File: src/rtl/dieu_khien_che_do_if.sv
// Button inputs and counter-facing outputs of the mode controller.
// The master drives the raw buttons; the slave (the controller) drives everything else.
interface dieu_khien_che_do_if;
  logic       btn_mode;
  logic       btn_up;
  logic       btn_down;
  logic [2:0] mode;
  logic       btn_up_o;
  logic       btn_down_o;
  logic       editing;
  logic       blink;

  modport master (
    output btn_mode, btn_up, btn_down,
    input  mode, btn_up_o, btn_down_o, editing, blink
  );

  modport slave (
    input  btn_mode, btn_up, btn_down,
    output mode, btn_up_o, btn_down_o, editing, blink
  );
endinterface

File: src/rtl/dieu_khien_che_do.sv
// Clock/date setting mode controller: mode presses walk the edit fields, up/down are qualified
// per field. Define DKCD_AUTO_EXIT_EN to add the idle counter that returns to RUN after TIMEOUT clocks.
module dieu_khien_che_do #(
  parameter int unsigned TIMEOUT = 30
) (
  input logic                clk_1Hz,
  input logic                rst_n,
  dieu_khien_che_do_if.slave ctrl
);

  typedef enum logic [2:0] {
    RUN   = 3'b000,
    SEC   = 3'b001,
    MIN   = 3'b010,
    HOUR  = 3'b011,
    DAY   = 3'b100,
    MONTH = 3'b101,
    YEAR  = 3'b110,
    BAD   = 3'b111
  } state_e;

  state_e     state_q, state_d;
  logic       btn_mode_q, btn_mode_prev_q, btn_up_q, btn_down_q;
  logic [2:0] mode_q, mode_d;
  logic       up_o_q, up_o_d;
  logic       down_o_q, down_o_d;
  logic       editing_q, editing_d;
  logic       blink_q, blink_d;
  logic       mode_evt, any_press, both_press, in_edit;

  if (TIMEOUT < 2 || TIMEOUT > 63) begin : g_timeout_range
    $error("dieu_khien_che_do: TIMEOUT must lie within 2..63");
  end

`ifdef DKCD_AUTO_EXIT_EN
  localparam logic [5:0] IDLE_LAST = 6'(TIMEOUT - 1);
  logic [5:0] idle_q, idle_d;
`endif

  always_ff @(posedge clk_1Hz or negedge rst_n) begin
    if (!rst_n) begin
      btn_mode_q      <= 1'b1;
      btn_mode_prev_q <= 1'b1;
      btn_up_q        <= 1'b1;
      btn_down_q      <= 1'b1;
    end else begin
      btn_mode_q      <= ctrl.btn_mode;
      btn_mode_prev_q <= btn_mode_q;
      btn_up_q        <= ctrl.btn_up;
      btn_down_q      <= ctrl.btn_down;
    end
  end

  always_ff @(posedge clk_1Hz or negedge rst_n) begin
    if (!rst_n) begin
      state_q   <= RUN;
      mode_q    <= '1;
      up_o_q    <= 1'b1;
      down_o_q  <= 1'b1;
      editing_q <= 1'b0;
      blink_q   <= 1'b0;
    end else begin
      state_q   <= state_d;
      mode_q    <= mode_d;
      up_o_q    <= up_o_d;
      down_o_q  <= down_o_d;
      editing_q <= editing_d;
      blink_q   <= blink_d;
    end
  end

`ifdef DKCD_AUTO_EXIT_EN
  always_ff @(posedge clk_1Hz or negedge rst_n) begin
    if (!rst_n) begin
      idle_q <= '0;
    end else begin
      idle_q <= idle_d;
    end
  end
`endif

  always_comb begin
    mode_evt   = btn_mode_prev_q & ~btn_mode_q;
    any_press  = ~(btn_mode_q & btn_up_q & btn_down_q);
    both_press = ~btn_up_q & ~btn_down_q;
    in_edit    = (state_q != RUN) && (state_q != BAD);

    state_d = state_q;
    if (state_q == BAD) begin
      state_d = RUN;
    end else if (mode_evt) begin
      state_d = (state_q == YEAR) ? RUN : state_e'(state_q + 3'd1);
`ifdef DKCD_AUTO_EXIT_EN
    end else if (in_edit && !any_press && idle_q == IDLE_LAST) begin
      state_d = RUN;
`endif
    end

    // Outputs are registered from the next state so they always line up with state_q.
    mode_d    = ~state_d;
    editing_d = (state_d != RUN);

    up_o_d   = 1'b1;
    down_o_d = 1'b1;
    if (in_edit && !mode_evt && !both_press) begin
      up_o_d   = btn_up_q;
      down_o_d = btn_down_q;
    end

    blink_d = 1'b0;
    if (state_d != RUN) begin
      blink_d = (state_d != state_q) ? 1'b1 : ~blink_q;
    end

`ifdef DKCD_AUTO_EXIT_EN
    if (state_d == RUN || state_d != state_q || any_press) begin
      idle_d = '0;
    end else begin
      idle_d = idle_q + 6'd1;
    end
`endif
  end

  assign ctrl.mode       = mode_q;
  assign ctrl.btn_up_o   = up_o_q;
  assign ctrl.btn_down_o = down_o_q;
  assign ctrl.editing    = editing_q;
  assign ctrl.blink      = blink_q;

endmodule

File: src/flat_wrapper.sv
// flat-port wrapper written by rule: the top's interface ports become plain ports
module dieu_khien_che_do_flat 
#(
  parameter int unsigned TIMEOUT = 30
)
  (clk_1Hz, rst_n, ctrl_btn_mode, ctrl_btn_up, ctrl_btn_down, ctrl_mode, ctrl_btn_up_o, ctrl_btn_down_o, ctrl_editing, ctrl_blink);
  dieu_khien_che_do_if ctrl_i ();
  input logic clk_1Hz;
  input logic rst_n;
  input wire logic [$bits(ctrl_i.btn_mode)-1:0] ctrl_btn_mode;
  input wire logic [$bits(ctrl_i.btn_up)-1:0] ctrl_btn_up;
  input wire logic [$bits(ctrl_i.btn_down)-1:0] ctrl_btn_down;
  output wire logic [$bits(ctrl_i.mode)-1:0] ctrl_mode;
  output wire logic [$bits(ctrl_i.btn_up_o)-1:0] ctrl_btn_up_o;
  output wire logic [$bits(ctrl_i.btn_down_o)-1:0] ctrl_btn_down_o;
  output wire logic [$bits(ctrl_i.editing)-1:0] ctrl_editing;
  output wire logic [$bits(ctrl_i.blink)-1:0] ctrl_blink;
  assign ctrl_i.btn_mode = ctrl_btn_mode;
  assign ctrl_i.btn_up = ctrl_btn_up;
  assign ctrl_i.btn_down = ctrl_btn_down;
  assign ctrl_mode = ctrl_i.mode;
  assign ctrl_btn_up_o = ctrl_i.btn_up_o;
  assign ctrl_btn_down_o = ctrl_i.btn_down_o;
  assign ctrl_editing = ctrl_i.editing;
  assign ctrl_blink = ctrl_i.blink;
  dieu_khien_che_do #(.TIMEOUT(TIMEOUT)) u_core (.clk_1Hz(clk_1Hz), .rst_n(rst_n), .ctrl(ctrl_i));
endmodule
File: config.mk
export PLATFORM = sky130hd
export DESIGN_NAME = dieu_khien_che_do_flat
export DESIGN_NICKNAME = d
export VERILOG_FILES = /design/src/rtl/dieu_khien_che_do_if.sv /design/src/rtl/dieu_khien_che_do.sv /design/src/flat_wrapper.sv
export SDC_FILE = /design/constraint.sdc
export NUM_CORES = 1
export LEC_CHECK = 0
export CORE_AREA = 10 10 47 49
export CTS_CLUSTER_SIZE = 24
export DETAILED_ROUTE_END_ITERATION = 6
export DIE_AREA = 0 0 57 59
export HOLD_SLACK_MARGIN = 0.12
export MAX_ROUTING_LAYER = met4
export PLACE_DENSITY_LB_ADDON = 0.05
export SLEW_MARGIN = 30
export SYNTH_ARGS = -nofsm -noshare
export SYNTH_HDL_FRONTEND = slang
export SYNTH_SLANG_ARGS = --single-unit
File: constraint.sdc
create_clock -name clk_1Hz -period 2.3 [get_ports clk_1Hz]
set_input_delay 0.46 -clock clk_1Hz [delete_from_list [all_inputs] [get_ports clk_1Hz]]
set_output_delay 0.46 -clock clk_1Hz [all_outputs]
set_load 0.1 [all_outputs]
==> results of run 1 <==
-- per-stage QoR --
stage | hold slack, ns | setup slack [ns] | cell area [um2] | std cells | utilization
finish | 0.371 | 0.636 | 731 | 79 | 0.521
global route | 0.386 | 0.478 | 731 | 79 | 0.521
CTS | 0.373 | 0.626 | 731 | 79 | 0.521
detailed placement | 0.361 | 0.627 | 694 | 75 | 0.496
global placement | 0.359 | 0.647 | 694 | 75 | 0.496
floorplan | 0.164 | 0.723 | 598 | 50 | -
-- metal layers --
metal,wire (um),GRT usage,share of wire,vias up
met1,479,0.0740,0.48,183
li1,-,-,-,201
met3,44,0.0215,0.045,2
met5,0,-,0,-
met4,8,0.0403,0.0081,0
met2,455,0.0961,0.46,10
-- logic make-up after synthesis --
kind of cell,count (synthesis),share of synthesized area
adders and majority gates,1,0.0209
DFF,14,0.605
AOI/OAI and AO/OA,14,0.178
buffers and inverters,6,0.0523
and+or+nand+nor,15,0.144
-- sequential cells by signal (all words and copies together) (netlist names) --
signal and flops:
u_core.btn_mode_prev_q 1, u_core.ctrl.btn_up_o 1, u_core.btn_mode_q 1, u_core.ctrl.editing 1
u_core.ctrl.mode 3, u_core.ctrl.blink 1, u_core.btn_down_q 1, u_core.ctrl.btn_down_o 1
u_core.state_q 3, u_core.btn_up_q 1
-- final timing paths --
check	cells past startpoint	startpoint	slack, ns	end
min	0	u_core.btn_mode_q$_DFF_PN1_	0.37	u_core.btn_mode_prev_q$_DFF_PN1_
min reg2reg	0	u_core.btn_mode_q$_DFF_PN1_	0.37	u_core.btn_mode_prev_q$_DFF_PN1_
min in group asynchronous	1	rst_n	0.55	u_core.ctrl.editing$_DFF_PN0_
max reg2reg	6	u_core.state_q[0]$_DFF_PN0_	0.64	u_core.ctrl.blink$_DFF_PN0_
max	6	u_core.state_q[0]$_DFF_PN0_	0.64	u_core.ctrl.blink$_DFF_PN0_
max in group asynchronous	1	rst_n	1.36	u_core.state_q[1]$_DFF_PN0_
-- area by class of cell --
| type | count | area (um2) | area share |
|---|---|---|---|
| Sequential cell | 14 | 362 | 0.495 |
| Timing Repair Buffer | 11 | 92.6 | 0.127 |
| Inverter | 4 | 15.0 | 0.0205 |
| Clock buffer | 4 | 36.3 | 0.0497 |
| Multi-Input combinational cell | 30 | 205 | 0.281 |
| Tap cell | 16 | 20.0 | 0.0274 |
-- worst register-to-register path: stages (launching register included) --
cell      delay, ns
dfrtp_1        0.47
and2_1         0.21
ha_1           0.30
nand2b_1       0.16
a211oi_2       0.20
a211oi_2       0.07
a21boi_1       0.14
-- cells in the mapped netlist (all sizes together) --
cell type / instances / area, um2
a211oi: 3 / 32.5
a21boi: 1 / 7.51
a21o: 3 / 22.5
a21oi: 2 / 10.0
a32o: 1 / 10.0
and2: 1 / 6.26
and2b: 1 / 7.51
buf: 1 / 11.3
clkbuf: 1 / 5.00
dfrtp: 5 / 125
dfstp: 9 / 236
ha: 1 / 12.5
inv: 4 / 15.0
nand2: 4 / 15.0
nand2b: 3 / 18.8
nand3: 1 / 5.00
nand3b: 3 / 22.5
nor2b: 1 / 6.26
nor3: 1 / 5.00
o211ai: 1 / 7.51
o21ai: 2 / 10.0
o22ai: 1 / 6.26
==> results.md, run 1 <==
- Outcome: completed
- Crit path largest cell delay: 0.47 ns
- H-tree depth: 1
- Post-DR vias/cell: about 5.0
- Post-route ant nets: 0
- Max Buffers Root-to-Sink: 2
- Crit path max-delay family: flip-flops
- Clock transition at path regs: 0.08 ns
- Fillers: ~130
- Syn_area_per_cell: 12.0 um2
- Num ports: 12
- Clock Skew: roughly 0.0038 ns
- Slew Viols, Final: 0
- Number of max-cap violations: 0
- Layout cells sized above 1: 0.365
- Syn_nets: 56
- Most frequent cells in the layout: dfstp_2, buf_4, dfrtp_1
- Sequential share of the synthesized area: 0.605
- CP Capture Type: register
- Post-detail-place hpwl: 697 um
- Register bit count reported by yosys: 14
- Tmin final: 1.66 ns
- Wire length of the first global-routing pass: 1.71 mm
- Measured slew at the worst slew-check pin: between 0.5 and 0.6 ns
- Hold Buf Count CTS: 0
- Wire length per cell: 12.5 um
- Period utilization: 0.724
- GRT Util Overall: 0.0649
- DR pass1 iterations: 3
- Gpl congestion: a little over 0.7
- Post-synthesis cell count: 50
- Area delta synth->final: 22.2%
- Clock Sinks: 14
- Setup Buffers After CTS: 0
- Clock Tree Root: clkbuf_4
- Die width: 57 um
- Final hold viol count: 0
- CP Max Fanout: 10
- Vias in the first global route: roughly 410
- Worst setup path category: register to register
- Critical-path cell list: and2_1 > ha_1 > nand2b_1 > a211oi_2 > a211oi_2 > a21boi_1
- Post-CTS resize count: 0
- Grt ovf: 0
- Num CTS Buffers: 3
- Min-Delay Path Class: register to register
- Crit path required time: approximately 2.5 ns
- CP max-delay cell: dfrtp_1
- Synth warn: 0
- CTS tree: built
- Die Footprint: 0.00336 mm2
- Yosys cell types: 24
- Number of buffers added on ports: 11
- Final #Nets: 70
- Worst skew pair latency: between 0.2 and 0.3 ns
- Initial antenna violation count: 0
- WP buf/inv: 0
- Chip height: 59 um
- CP dominant cell by count: a211oi_2
- Unrepaired setup endpoints after global routing: false
- Worst setup SP type: register
- Remaining DRCs: 0
- Rows: 14
- Core ar.: roughly 0.0014 mm2
- Via count: ~400
- Slew Limit Headroom: 0.604
- WP data arrival: 1.83 ns
- Largest net degree at the start of global routing: 15
- Mapped Area: between 500 and 600 um2
- Antenna Cells: 0
- Commonest non-fill, non-tap cell in the layout: dfstp_2
- Initial core utilization: 0.427
- Final setup fails: 0
- Final TNS setup: 0 ns
- Max frequency: 601 MHz
- Final WL: slightly below 1 mm
- DR iter-0 viols: 10
Power of run 1 is not shown: default switching activity piles up to over one toggle a cycle in this logic, so the estimate is an artifact.
==> run 2: changes to the inputs <==
CORE_AREA = unset   (was 10 10 47 49)
CORE_MARGIN = 10   (was unset)
CORE_UTILIZATION = 42   (was unset)
DIE_AREA = unset   (was 0 0 57 59)
clock period = 1.42 ns   (was 2.3 ns; I/O delays follow)
==> results.md, run 2 (same netlist as run 1, synthesis figures left out) <==
- Outcome: finished with violations (was completed)
- Violated checks: negative setup slack
- CTS tree: built (unchanged)
- H-tree depth: 1 (unchanged)
- Num CTS Buffers: 3 (unchanged)
- Area delta synth->final: 43.7% (was 22.2%)
- Clock transition at path regs: 0.08 ns (about the same)
- Final hold viol count: 0 (unchanged)
- Slew Limit Headroom: 0.769 (was 0.604)
- Period utilization: 1.04 (was 0.724)
- Worst setup path category: register to register (unchanged)
- Final setup fails: 1 (was 0)
- Post-CTS resize count: 0 (unchanged)
- WP buf/inv: 0 (unchanged)
- Die Footprint: 0.00333 mm2 (was 0.00336 mm2)
- Rows: 13 (was 14)
- Wire length per cell: 13.9 um (was 12.5 um)
- DR pass1 iterations: 4 (was 3)
- Fillers: 106 (was 134)
- Initial antenna violation count: 0 (unchanged)
- Vias in the first global route: 441 (was 405)
- Gpl congestion: 0.868 (was 0.726)
- Die width: 57.7 um (was 57 um)
- Most frequent cells in the layout: dfstp_2, buf_12, dfrtp_1 (was dfstp_2, buf_4, dfrtp_1)
- Number of buffers added on ports: 11 (unchanged)
- CP dominant cell by count: a211oi_2 (unchanged)
- Chip height: 57.7 um (was 59 um)
- CP max-delay cell: dfrtp_1 (unchanged)
- Post-route ant nets: 0 (unchanged)
- Commonest non-fill, non-tap cell in the layout: dfstp_2 (unchanged)
- Via count: 427 (was 396)
- Measured slew at the worst slew-check pin: 0.344 ns (was 0.592 ns)
- Critical-path cell list: and2_4 > ha_4 > nand2b_4 > a211oi_2 > a211oi_2 > a21boi_1 (was and2_1 > ha_1 > nand2b_1 > a211oi_2 > a211oi_2 > a21boi_1)
- Number of max-cap violations: 0 (unchanged)
- Post-DR vias/cell: 5.21 (was 5.01)
- Crit path required time: 1.60 ns (was 2.47 ns)
- Slew Viols, Final: 0 (unchanged)
- Final setup margin: -0.0585 ns (was 0.636 ns)
- Core ar.: 0.00132 mm2 (was 0.00140 mm2)
- Wire length of the first global-routing pass: 1.93 mm (was 1.71 mm)
- Layout cells sized above 1: 0.433 (was 0.365)
- DR iter-0 viols: 3 (was 10)
- Clock Skew: 0.00714 ns (was 0.00379 ns)
- Max frequency: 676 MHz (was 601 MHz)
- Final WL: 1.14 mm (was 988 um)
- Clock Tree Root: clkbuf_4 (unchanged)
- Num ports: 12 (unchanged)
- GRT Util Overall: 0.0740 (was 0.0649)
- Crit path largest cell delay: 0.40 ns (was 0.47 ns)
- Min-Delay Path Class: primary input to async pin (was register to register)
- Largest net degree at the start of global routing: 15 (unchanged)
- CP Capture Type: register (unchanged)
- Tmin final: 1.48 ns (was 1.66 ns)
- Unrepaired setup endpoints after global routing: true (was false)
- Layout Utilization: 0.652 (was 0.521)
- Grt ovf: 0 (unchanged)
- Worst skew pair latency: 0.28 ns (was 0.27 ns)
- Initial core utilization: 0.454 (was 0.427)
- Clock Sinks: 14 (unchanged)
- WP data arrival: 1.65 ns (was 1.83 ns)
- Post-detail-place hpwl: 893 um (was 697 um)
- Final #Nets: 74 (was 70)
- Final TNS setup: -0.0585 ns (was 0 ns)
- Remaining DRCs: 0 (unchanged)
- Worst setup SP type: register (unchanged)
- CP Max Fanout: 3 (was 10)
- Max Buffers Root-to-Sink: 2 (unchanged)
- Crit path max-delay family: compound AO/OA/AOI/OAI gates (was flip-flops)
- Antenna Cells: 0 (unchanged)
## run 2: worst reg2reg max path, cell delays in order, from the launching register on
cell and delay, ns:
dfrtp_1 0.40, and2_4 0.16, ha_4 0.24, nand2b_4 0.13, a211oi_2 0.22, a211oi_2 0.07, a21boi_1 0.15
## run 2: per-stage QoR
stage / cell area, um2 / worst slack, ns / hold slack [ns] / instances
2_1_floorplan: 621 / -0.104 / -0.0116 / 50
3_3_place_gp: 833 / -0.0337 / 0.361 / 78
3_5_place_dp: 833 / -0.0862 / 0.364 / 78
4_1_cts: 860 / -0.0651 / 0.308 / 82
5_1_grt: 860 / -0.105 / 0.314 / 82
6_report: 860 / -0.0585 / 0.301 / 82
## run 2: layout make-up
| cell class | instances | area, um2 | area share |
|---|---|---|---|
| Clock buffer | 4 | 26.3 | 0.0306 |
| Sequential cell | 14 | 362 | 0.421 |
| Tap cell | 15 | 18.8 | 0.0218 |
| Timing Repair Buffer | 15 | 210 | 0.245 |
| Inverter | 4 | 15.0 | 0.0175 |
| Multi-Input combinational cell | 30 | 228 | 0.265 |
## run 2: final timing paths
check | from | endpoint | slack [ns] | cells past startpoint
setup / recovery | u_core.state_q[1]$_DFF_PN0_ | u_core.ctrl.blink$_DFF_PN0_ | -0.06 | 6
hold / removal | rst_n | u_core.state_q[1]$_DFF_PN0_ | 0.30 | 2
setup reg to reg | u_core.state_q[1]$_DFF_PN0_ | u_core.ctrl.blink$_DFF_PN0_ | -0.06 | 6
hold reg to reg | u_core.btn_mode_q$_DFF_PN1_ | u_core.btn_mode_prev_q$_DFF_PN1_ | 0.37 | 0
max in group asynchronous | rst_n | u_core.ctrl.mode[0]$_DFF_PN1_ | 0.88 | 2
min in group clk_1Hz | u_core.btn_mode_q$_DFF_PN1_ | u_core.btn_mode_prev_q$_DFF_PN1_ | 0.37 | 0
## run 2: metal layers
layer | share of wire | vias up | track usage
li1 | - | 205 | -
met1 | 0.40 | 212 | 0.0743
met2 | 0.52 | 8 | 0.121
met3 | 0.063 | 2 | 0.0283
met4 | 0.022 | 0 | 0.0403
met5 | 0 | - | -
## run 2: timing repair
action	in CTS	in global routing
setup buffers	0	0
endpoints found under the setup margin	1	1
hold buffers	0	0
pin swaps	1	0
Power of run 2 is left out for the same reason.
==> run 3: changes to the inputs <==
CORE_AREA = 10 10 47 49   (was unset)
CORE_MARGIN = unset   (was 10)
CORE_UTILIZATION = unset   (was 42)
DIE_AREA = 0 0 57 59   (was unset)
clock period = 1.5 ns   (was 1.42 ns; I/O delays follow)
==> results.md, run 3 (same netlist as run 1, synthesis figures left out) <==
- Outcome: completed (was finished with violations)
- Vias in the first global route: 420 (was 441)
- Max Buffers Root-to-Sink: 2 (unchanged)
- Remaining DRCs: 0 (unchanged)
- Initial antenna violation count: 0 (unchanged)
- Initial core utilization: 0.427 (was 0.454)
- Largest net degree at the start of global routing: 15 (unchanged)
- Num ports: 12 (unchanged)
- Worst setup path category: register to register (unchanged)
- Die width: 57 um (was 57.7 um)
- Final cell count without fillers: 83 (was 82)
- Clock Tree Root: clkbuf_4 (unchanged)
- Wire length per cell: 13.9 um (about the same)
- Min-Delay Path Class: primary input to async pin (unchanged)
- CP Capture Type: register (unchanged)
- Layout cells sized above 1: 0.433 (unchanged)
- Grt ovf: 0 (unchanged)
- WP data arrival: 1.62 ns (was 1.65 ns)
- Number of max-cap violations: 0 (unchanged)
- Final #Nets: 74 (unchanged)
- Clock Sinks: 14 (unchanged)
- H-tree depth: 1 (unchanged)
- Most frequent cells in the layout: dfstp_2, buf_12, dfrtp_1 (unchanged)
- Clock transition at path regs: 0.08 ns (about the same)
- Final setup fails: 0 (was 1)
- Measured slew at the worst slew-check pin: 0.328 ns (was 0.344 ns)
- Via count: 420 (was 427)
- Number of buffers added on ports: 11 (unchanged)
- Fin Hold WS: 0.337 ns (was 0.301 ns)
- Tmin final: 1.47 ns (was 1.48 ns)
- Die Footprint: 0.00336 mm2 (was 0.00333 mm2)
- Core ar.: 0.00140 mm2 (was 0.00132 mm2)
- CP Max Fanout: 3 (unchanged)
- Worst setup SP type: register (unchanged)
- Worst R2R Start: u_core.state_q[1]$_DFF_PN0_ (unchanged)
- Final TNS setup: 0 ns (was -0.0585 ns)
- Final WL: 1.15 mm (was 1.14 mm)
- Wire length of the first global-routing pass: 1.88 mm (was 1.93 mm)
- Post-DR vias/cell: 5.06 (was 5.21)
- DR iter-0 viols: 7 (was 3)
- Worst skew pair latency: 0.26 ns (was 0.28 ns)
- Slew Limit Headroom: 0.779 (was 0.769)
- Num CTS Buffers: 3 (unchanged)
- Crit path required time: 1.65 ns (was 1.60 ns)
- Area delta synth->final: 45.2% (was 43.7%)
- Antenna Cells: 0 (unchanged)
- Rows: 14 (was 13)
- Post-route ant nets: 0 (unchanged)
- DR pass1 iterations: 4 (unchanged)
- Post-detail-place hpwl: 946 um (was 893 um)
- Worst Setup SP: u_core.state_q[1]$_DFF_PN0_ (unchanged)
- CTS tree: built (unchanged)
- Chip height: 59 um (was 57.7 um)
- Period utilization: 0.980 (was 1.04)
- Slew Viols, Final: 0 (unchanged)
- Unrepaired setup endpoints after global routing: false (was true)
- Commonest non-fill, non-tap cell in the layout: dfstp_2 (unchanged)
- Max frequency: 680 MHz (was 676 MHz)
- GRT Util Overall: 0.0723 (was 0.0740)
- Gpl congestion: 0.735 (was 0.868)
- Hold Buf Count CTS: 0 (unchanged)
- Clock Skew: 0.00232 ns (was 0.00714 ns)
- Fillers: 111 (was 106)
- Final hold viol count: 0 (unchanged)
- Placed cell count: 79 (was 78)
run 3: changes by cell type in the layout (fill, tap and decap cells not counted):
| cell | change |
|---|---|
| a211oi_2 | -1 |
| a211oi_4 | +1 |
| o21ai_0 | -1 |
| o21ai_1 | +1 |
run 3: layout make-up:
class,count,area (um2),share of cell area
flip-flops and latches,14,362,0.416
well taps,16,20.0,0.0231
repair buffers,15,210,0.242
inverters,4,15.0,0.0173
multi-input cells,30,235,0.271
clock buffers,4,26.3,0.0303
run 3: metal layers:
layer / track usage / vias up / part of all wire
met5: - / - / 0
met4: 0.0302 / 0 / 0
met3: 0.0258 / 0 / 0.047
met2: 0.130 / 9 / 0.55
met1: 0.0684 / 205 / 0.40
li1: - / 206 / -
run 3: through the flow:
step | worst slack (ns) | area, um2 | utilization
4_1_cts | 0.00944 | 861 | 0.614
2_1_floorplan | -0.0237 | 621 | -
3_5_place_dp | 0.0196 | 835 | 0.596
5_1_grt | 0.00445 | 868 | 0.620
3_3_place_gp | 0.0686 | 835 | 0.596
6_report | 0.0299 | 868 | 0.620
run 3: final timing paths:
kind	cells past startpoint	slack (ns)	end
min	2	0.34	u_core.ctrl.editing$_DFF_PN0_
max in group asynchronous	2	0.93	u_core.btn_down_q$_DFF_PN1_
max	6	0.03	u_core.ctrl.blink$_DFF_PN0_
min in group clk_1Hz	0	0.37	u_core.btn_mode_prev_q$_DFF_PN1_
max reg2reg	6	0.03	u_core.ctrl.blink$_DFF_PN0_
min reg2reg	0	0.37	u_core.btn_mode_prev_q$_DFF_PN1_
run 3: repair_timing:
action / CTS / global route
endpoints found under the setup margin: 0 / 1
resized for setup: 0 / 2
setup buffers: 0 / 0
run 3: worst max-delay path, stage by stage, from the launching register on:
cell      delay [ns]
dfrtp_1         0.39
and2_4          0.18
ha_4            0.24
nand2b_4        0.15
a211oi_4        0.20
a211oi_2        0.06
a21boi_1        0.14
Power of run 3 is left out for the same reason.
